--- src/rtl/mult_arb_pkg.sv ---
// mult_arb_pkg
//   Shared constants for the multiplier arbiter slice: FSM state encoding,
//   state width, default parameter values and a small index-width helper.
//   No ports (package).

package mult_arb_pkg;

    localparam int DEF_NUM_REQ        = 2;
    localparam int DEF_WIDTH          = 32;
    localparam int DEF_TIMEOUT_CYCLES = 40;

    localparam int STATE_W = 2;

    localparam logic [STATE_W-1:0] ST_IDLE  = 2'd0;
    localparam logic [STATE_W-1:0] ST_ISSUE = 2'd1;
    localparam logic [STATE_W-1:0] ST_WAIT  = 2'd2;
    localparam logic [STATE_W-1:0] ST_RESP  = 2'd3;

    // Width of an index that can address n requesters (at least one bit).
    function automatic int idx_width(input int n);
        return (n > 1) ? $clog2(n) : 1;
    endfunction

endpackage

--- src/rtl/mult_arb_rr.sv ---
// mult_arb_rr
//   Combinational round-robin picker. Scans requesters starting one past the
//   last-served index (ptr) and wrapping, returning the first one that is set.
// Ports
//   req        in   NUM_REQ  request vector
//   ptr        in   IDX_W    index of the requester served most recently
//   any_req    out  1        at least one request is set
//   win_onehot out  NUM_REQ  one-hot winner (all zero when no request)
//   win_idx    out  IDX_W    binary index of the winner

module mult_arb_rr #(
    parameter int NUM_REQ = 2,
    parameter int IDX_W   = 1
) (
    input  logic [NUM_REQ-1:0] req,
    input  logic [IDX_W-1:0]   ptr,
    output logic               any_req,
    output logic [NUM_REQ-1:0] win_onehot,
    output logic [IDX_W-1:0]   win_idx
);

    logic [IDX_W-1:0] cand;
    logic             found;

    // Checking ptr+NUM_REQ last means the previous winner has the lowest
    // priority, which is what bounds waiting to NUM_REQ-1 operations.
    always_comb begin
        win_onehot = '0;
        win_idx    = '0;
        cand       = '0;
        found      = 1'b0;
        for (int k = 1; k <= NUM_REQ; k++) begin
            cand = IDX_W'((int'(ptr) + k) % NUM_REQ);
            if (!found && req[cand]) begin
                found            = 1'b1;
                win_idx          = cand;
                win_onehot[cand] = 1'b1;
            end
        end
        any_req = found;
    end

endmodule

--- src/rtl/mult_arbiter.sv ---
// mult_arbiter
//   Shares one sequential unsigned multiplier (multu) among NUM_REQ clients.
//   Round-robin pick, operand latch, single doMult pulse, wait for mult_done,
//   then a one-cycle response to the winning client.
//   Optional macro MULT_ARB_TIMEOUT_EN adds a WAIT-state watchdog that ends
//   the operation with result=0 and err=1 after TIMEOUT_CYCLES WAIT cycles.
// Ports
//   clk        in   1              system clock, rising edge
//   reset      in   1              asynchronous, active-high
//   req        in   NUM_REQ        per-client request, held until grant
//   req_a      in   NUM_REQ*WIDTH  operand A, client i at [i*WIDTH +: WIDTH]
//   req_b      in   NUM_REQ*WIDTH  operand B, same packing
//   grant      out  NUM_REQ        one-hot pulse: operands accepted
//   resp_valid out  NUM_REQ        one-hot pulse: result valid for client i
//   result     out  WIDTH          product, valid while resp_valid is set
//   err        out  1              timeout flag, pulses with resp_valid
//   mult_a     out  WIDTH          to multu.a, stable ISSUE..WAIT
//   mult_b     out  WIDTH          to multu.b
//   mult_do    out  1              to multu.doMult, one-cycle pulse
//   mult_out   in   WIDTH          from multu.out
//   mult_done  in   1              from multu.mult_done

module mult_arbiter
    import mult_arb_pkg::*;
#(
    parameter int NUM_REQ        = DEF_NUM_REQ,
    parameter int WIDTH          = DEF_WIDTH,
    parameter int TIMEOUT_CYCLES = DEF_TIMEOUT_CYCLES
) (
    input  logic                       clk,
    input  logic                       reset,
    input  logic [NUM_REQ-1:0]         req,
    input  logic [NUM_REQ*WIDTH-1:0]   req_a,
    input  logic [NUM_REQ*WIDTH-1:0]   req_b,
    output logic [NUM_REQ-1:0]         grant,
    output logic [NUM_REQ-1:0]         resp_valid,
    output logic [WIDTH-1:0]           result,
    output logic                       err,
    output logic [WIDTH-1:0]           mult_a,
    output logic [WIDTH-1:0]           mult_b,
    output logic                       mult_do,
    input  logic [WIDTH-1:0]           mult_out,
    input  logic                       mult_done
);

    localparam int IDX_W = idx_width(NUM_REQ);

    logic [STATE_W-1:0] state;
    logic [IDX_W-1:0]   ptr;
    logic [IDX_W-1:0]   owner;
    logic [NUM_REQ-1:0] owner_oh;
    logic               wait_armed;
    logic               timed_out;

    logic               any_req;
    logic [NUM_REQ-1:0] win_onehot;
    logic [IDX_W-1:0]   win_idx;

    mult_arb_rr #(
        .NUM_REQ (NUM_REQ),
        .IDX_W   (IDX_W)
    ) u_rr (
        .req        (req),
        .ptr        (ptr),
        .any_req    (any_req),
        .win_onehot (win_onehot),
        .win_idx    (win_idx)
    );

    // doMult is a pure decode of ISSUE so it is exactly one cycle wide and
    // drops immediately with the asynchronous reset.
    assign mult_do = (state == ST_ISSUE);

`ifdef MULT_ARB_TIMEOUT_EN
    localparam int CNT_W = $clog2(TIMEOUT_CYCLES + 1);

    logic [CNT_W-1:0] wait_cnt;

    // Counts WAIT cycles from WAIT entry; a real done in the same cycle as
    // the limit wins over the timeout.
    assign timed_out = (state == ST_WAIT) && !(wait_armed && mult_done) &&
                       (wait_cnt == CNT_W'(TIMEOUT_CYCLES - 1));

    always_ff @(posedge clk or posedge reset) begin
        if (reset) begin
            wait_cnt <= '0;
            err      <= 1'b0;
        end else begin
            err <= timed_out;
            if (state == ST_ISSUE) begin
                wait_cnt <= '0;
            end else if (state == ST_WAIT) begin
                wait_cnt <= wait_cnt + CNT_W'(1);
            end
        end
    end
`else
    assign timed_out = 1'b0;
    assign err       = 1'b0;
`endif

    // Main FSM. mult_done is ignored in the first WAIT cycle because multu
    // may still be showing the done flag of the previous operation.
    always_ff @(posedge clk or posedge reset) begin
        if (reset) begin
            state      <= ST_IDLE;
            ptr        <= IDX_W'(NUM_REQ - 1);
            owner      <= '0;
            owner_oh   <= '0;
            grant      <= '0;
            resp_valid <= '0;
            result     <= '0;
            mult_a     <= '0;
            mult_b     <= '0;
            wait_armed <= 1'b0;
        end else begin
            grant      <= '0;
            resp_valid <= '0;
            case (state)
                ST_IDLE: begin
                    if (any_req) begin
                        mult_a   <= req_a[win_idx*WIDTH +: WIDTH];
                        mult_b   <= req_b[win_idx*WIDTH +: WIDTH];
                        owner    <= win_idx;
                        owner_oh <= win_onehot;
                        grant    <= win_onehot;
                        state    <= ST_ISSUE;
                    end
                end
                ST_ISSUE: begin
                    wait_armed <= 1'b0;
                    state      <= ST_WAIT;
                end
                ST_WAIT: begin
                    wait_armed <= 1'b1;
                    if (wait_armed && mult_done) begin
                        result     <= mult_out;
                        resp_valid <= owner_oh;
                        state      <= ST_RESP;
                    end else if (timed_out) begin
                        result     <= '0;
                        resp_valid <= owner_oh;
                        state      <= ST_RESP;
                    end
                end
                ST_RESP: begin
                    ptr   <= owner;
                    state <= ST_IDLE;
                end
                default: state <= ST_IDLE;
            endcase
        end
    end

endmodule

--- config.mk ---
export PLATFORM = sky130hd
export DESIGN_NAME = mult_arbiter
export DESIGN_NICKNAME = d
export VERILOG_FILES = /design/src/rtl/mult_arb_pkg.sv /design/src/rtl/mult_arb_rr.sv /design/src/rtl/mult_arbiter.sv
export SDC_FILE = /design/constraint.sdc
export NUM_CORES = 1
export LEC_CHECK = 0
export ABC_AREA = 0
export BUFFER_PORTS_ARGS = -buffer_cell sky130_fd_sc_hd__buf_2
export CORE_ASPECT_RATIO = 1.1
export CORE_MARGIN = 1.5
export CORE_UTILIZATION = 34
export DETAILED_ROUTE_END_ITERATION = 7
export GPL_TIMING_DRIVEN = 0
export PLACE_DENSITY = 0.67
export SLEW_MARGIN = 20
export SYNTH_ARGS = -nofsm -noshare
export SYNTH_HDL_FRONTEND = slang
export SYNTH_HIERARCHICAL = 1
export SYNTH_SLANG_ARGS = --single-unit
--- constraint.sdc ---
create_clock -name clk -period 3.5 [get_ports clk]
set_input_delay 0.35 -clock clk [delete_from_list [all_inputs] [get_ports clk]]
set_output_delay 0.35 -clock clk [all_outputs]
set_load 0.005 [all_outputs]
==> metrics.yaml <==
sta:
  finalHoldViolCount: 0
  fin_ws_ns: 1.874
  post-route-period-util: 0.4645
  skew_ns: 0.008906
  fmax_mhz: 615.0
  slew_violations: 0
  tns_ns: 0
  rsz0062_at_grt: "no"
  setup_viol: 0
  finalCriticalPeriod_ns: 1.626
routing:
  avgRoutedWirePerCell_um: 14.51
  drt-initial-drc-count: 112
  firstDrtPassIters: 4
  viasPerCell: 4.512
  ant_nets: 0
  num_vias: 3880
  routed_wl_mm: 12.48
  drcViolationCount: 0
run:
  cap_violations: 0
placement:
  dpl_worst_slack_ns: 1.773
  io_buffers: 265
  placed_cell_area_um2: 6496
  routabilityCongestion: 0.8491
  dpl.hpwl_mm: 9.680
clock_network:
  htreeDepth: 3
  max-clock-path-buffers: 2
  cts_buffers: 9
  cts_tree: "done"
  clk_pin_slew_ns: 0.07
  clock-sinks: 107
  clkLatencyLatePin_ns: 0.34
  ctsResizeCount: 0
  post_cts_buffers: 0
  cts_root_buf: "clkbuf_16"
  hold_buffers: 0
synthesis:
  syn_nets: 560
  netlist_instances: 390
  yosysWarnings: 6
  synth_compound_gate_area_share: 0.08295
  synthSimpleGateAreaFrac: 0.06713
  synth_top_family_by_area: "multiplexers"
  muxShareOfSynthArea: 0.2356
  synthXorXnorAreaFrac: 0
  synth_seq_cells: 107
  synth_cell_types: 27
  synth_top_area_share: 0.5411
  avgSynthCellArea_um2: 12.57
  synthTopCellsByArea: "dfrtp_1, mux2i_1, mux2_4, a21oi_1, nor2_1"
  yosys.area_share.adder: 0.01276
  seq_area_frac_synth: 0.5465
  netlist_area_um2: 4902
  synth_top_cell_by_area: "dfrtp_1"
critical_path:
  crit_path_frequent_cell: "buf_4"
  critPathRequiredTime_ns: 3.73
  cpPeakStageDelay_ns: 0.38
  ff2ff_path_depth: 5
  start_kind: "flop"
  endpoint_kind: "flop"
  crit_chain: "a21boi_0 > buf_4 > buf_4 > mux2i_1 > a21oi_2"
  setup.worst_path.class: "flop to flop"
  arrival_ns: 1.85
  critPathMaxFanout: 10
  crit_slowest_cell: "dfstp_2"
finish:
  stdcell_area_um2: 6774
  final_cell_mix: "buf_2, dfrtp_1, mux2i_1, nor2_1, a21oi_1"
  syn2layout_area_growth_pct: 38.18
  final_layout_size_suffix_gt1_frac: 0.5446
  fillerInstances: 1329
  diodes: 0
  final_common_cell: "buf_2"
  final_core_util: 0.4851
  nets: 837
pwr:
  p_total_mw: 5.446
  power.density_nw_per_um2: 803.9
  cellLeakagePower_nw: 3.501
  combPwrFrac: 0.427
  switchingPower_mw: 1.873
  seqPwrFrac: 0.400
  intPower_mw: 3.573
  ir_worst_vdd_uv: 354.1
  p_sw_frac: 0.3439
  p_clk_frac: 0.173
run_status:
  status: "finished, final reports clean"
die:
  dieArea_um2: 15150
  start_util: 0.3511
  die-height_um: 128.9
  row_count: 45
  die_w_um: 117.5
  coreArea_um2: 13960
  io_pins: 267
global_route:
  grt_pass1_wl_mm: 20.04
  antenna_found_initial: 0
  grt_start_max_net_pins: 57
  grt-ovfl-total: 0
  grt_pass1_vias: 4009
  grt_usage: 0.1671
min_path:
  hp-class: "input pin to async pin"
-- routing by layer --
layer	vias to the layer above	part of all wire	wire [um]	track usage
met5	-	0	0	0
met4	0	0.012	154	0.04878
met3	11	0.067	837	0.05053
met2	151	0.51	6372	0.2934
met1	1827	0.41	5118	0.1999
li1	1891	-	-	-
-- Yosys cell counts, drive strengths merged --
master	n
nand3	1
o21bai	1
conb	1
nor2b	1
nor2	66
buf	26
dfrtp	106
mux2	36
mux2i	64
o22a	1
nand2	2
or2	1
and2	1
ha	5
dfstp	1
a21oi	65
o21ai	1
inv	6
a21boi	3
and3	2
-- logic make-up after synthesis --
family                   count (synthesis)
flip-flops                             107
multiplexers                           100
AND/OR/NAND/NOR                         74
AO/OA/AOI/OAI                           71
buffers and inverters                   32
adder cells (fa/ha/maj)                  5
other                                    1
-- power by group through the flow --
| stage | Clock [mW] | Combinational (mW) | Sequential [mW] |
|---|---|---|---|
| 2_1_floorplan | 0 | 1.34 | 2.22 |
| 3_3_place_gp | 0 | 2.31 | 2.17 |
| 3_5_place_dp | 0 | 2.38 | 2.19 |
| 4_1_cts | 0.985 | 2.38 | 2.18 |
| 5_1_grt | 1.03 | 2.59 | 2.25 |
| 6_report | 0.943 | 2.33 | 2.18 |
-- worst max-delay path: cells and delay by family (launching register included) --
family / cells / cell delay (ns)
flops: 1 / 0.38
compound gates: 2 / 0.30
mux: 1 / 0.31
buf+inv: 2 / 0.52
-- state kept, by name, indices dropped and copies added (netlist names) --
register,cells
mult_a,32
mult_b,32
result,32
grant,2
owner_oh,2
resp_valid,2
state,2
owner,1
ptr,1
wait_armed,1
-- area by class of cell --
class	count	area (um^2)	share of cell area
sequential	107	2679	0.3955
multi-input combinational	251	1957	0.2889
clock inverter	6	48.80	0.007204
tap	188	235.2	0.03472
timing repair buffer	266	1354	0.1999
buffer	26	244.0	0.03602
clock buffer	10	229.0	0.03380
inverter	6	27.53	0.004064
-- per-stage QoR --
step	cells	hold slack, ns
4_1_cts	860	0.03731
6_report	860	0.03244
3_5_place_dp	844	0.4230
2_1_floorplan	390	0.4600
3_3_place_gp	843	0.4752
5_1_grt	860	0.06512
-- path summary, 6_finish.rpt --
check | end | start | slack (ns)
hold / removal | result[22]$_DFFE_PP0P_ | reset | 0.03
setup / recovery | mult_b[26]$_DFFE_PP0P_ | ptr$_DFFE_PP1N_ | 1.87
min in group clk | result[19]$_DFFE_PP0P_ | mult_out[19] | 0.23
max in group asynchronous | mult_b[17]$_DFFE_PP0P_ | reset | 2.83
setup reg to reg | mult_b[26]$_DFFE_PP0P_ | ptr$_DFFE_PP1N_ | 1.87
hold reg to reg | resp_valid[0]$_DFF_PP0_ | owner_oh[0]$_DFFE_PP0P_ | 0.49
Note: power is estimated with default switching activity, not from simulation.
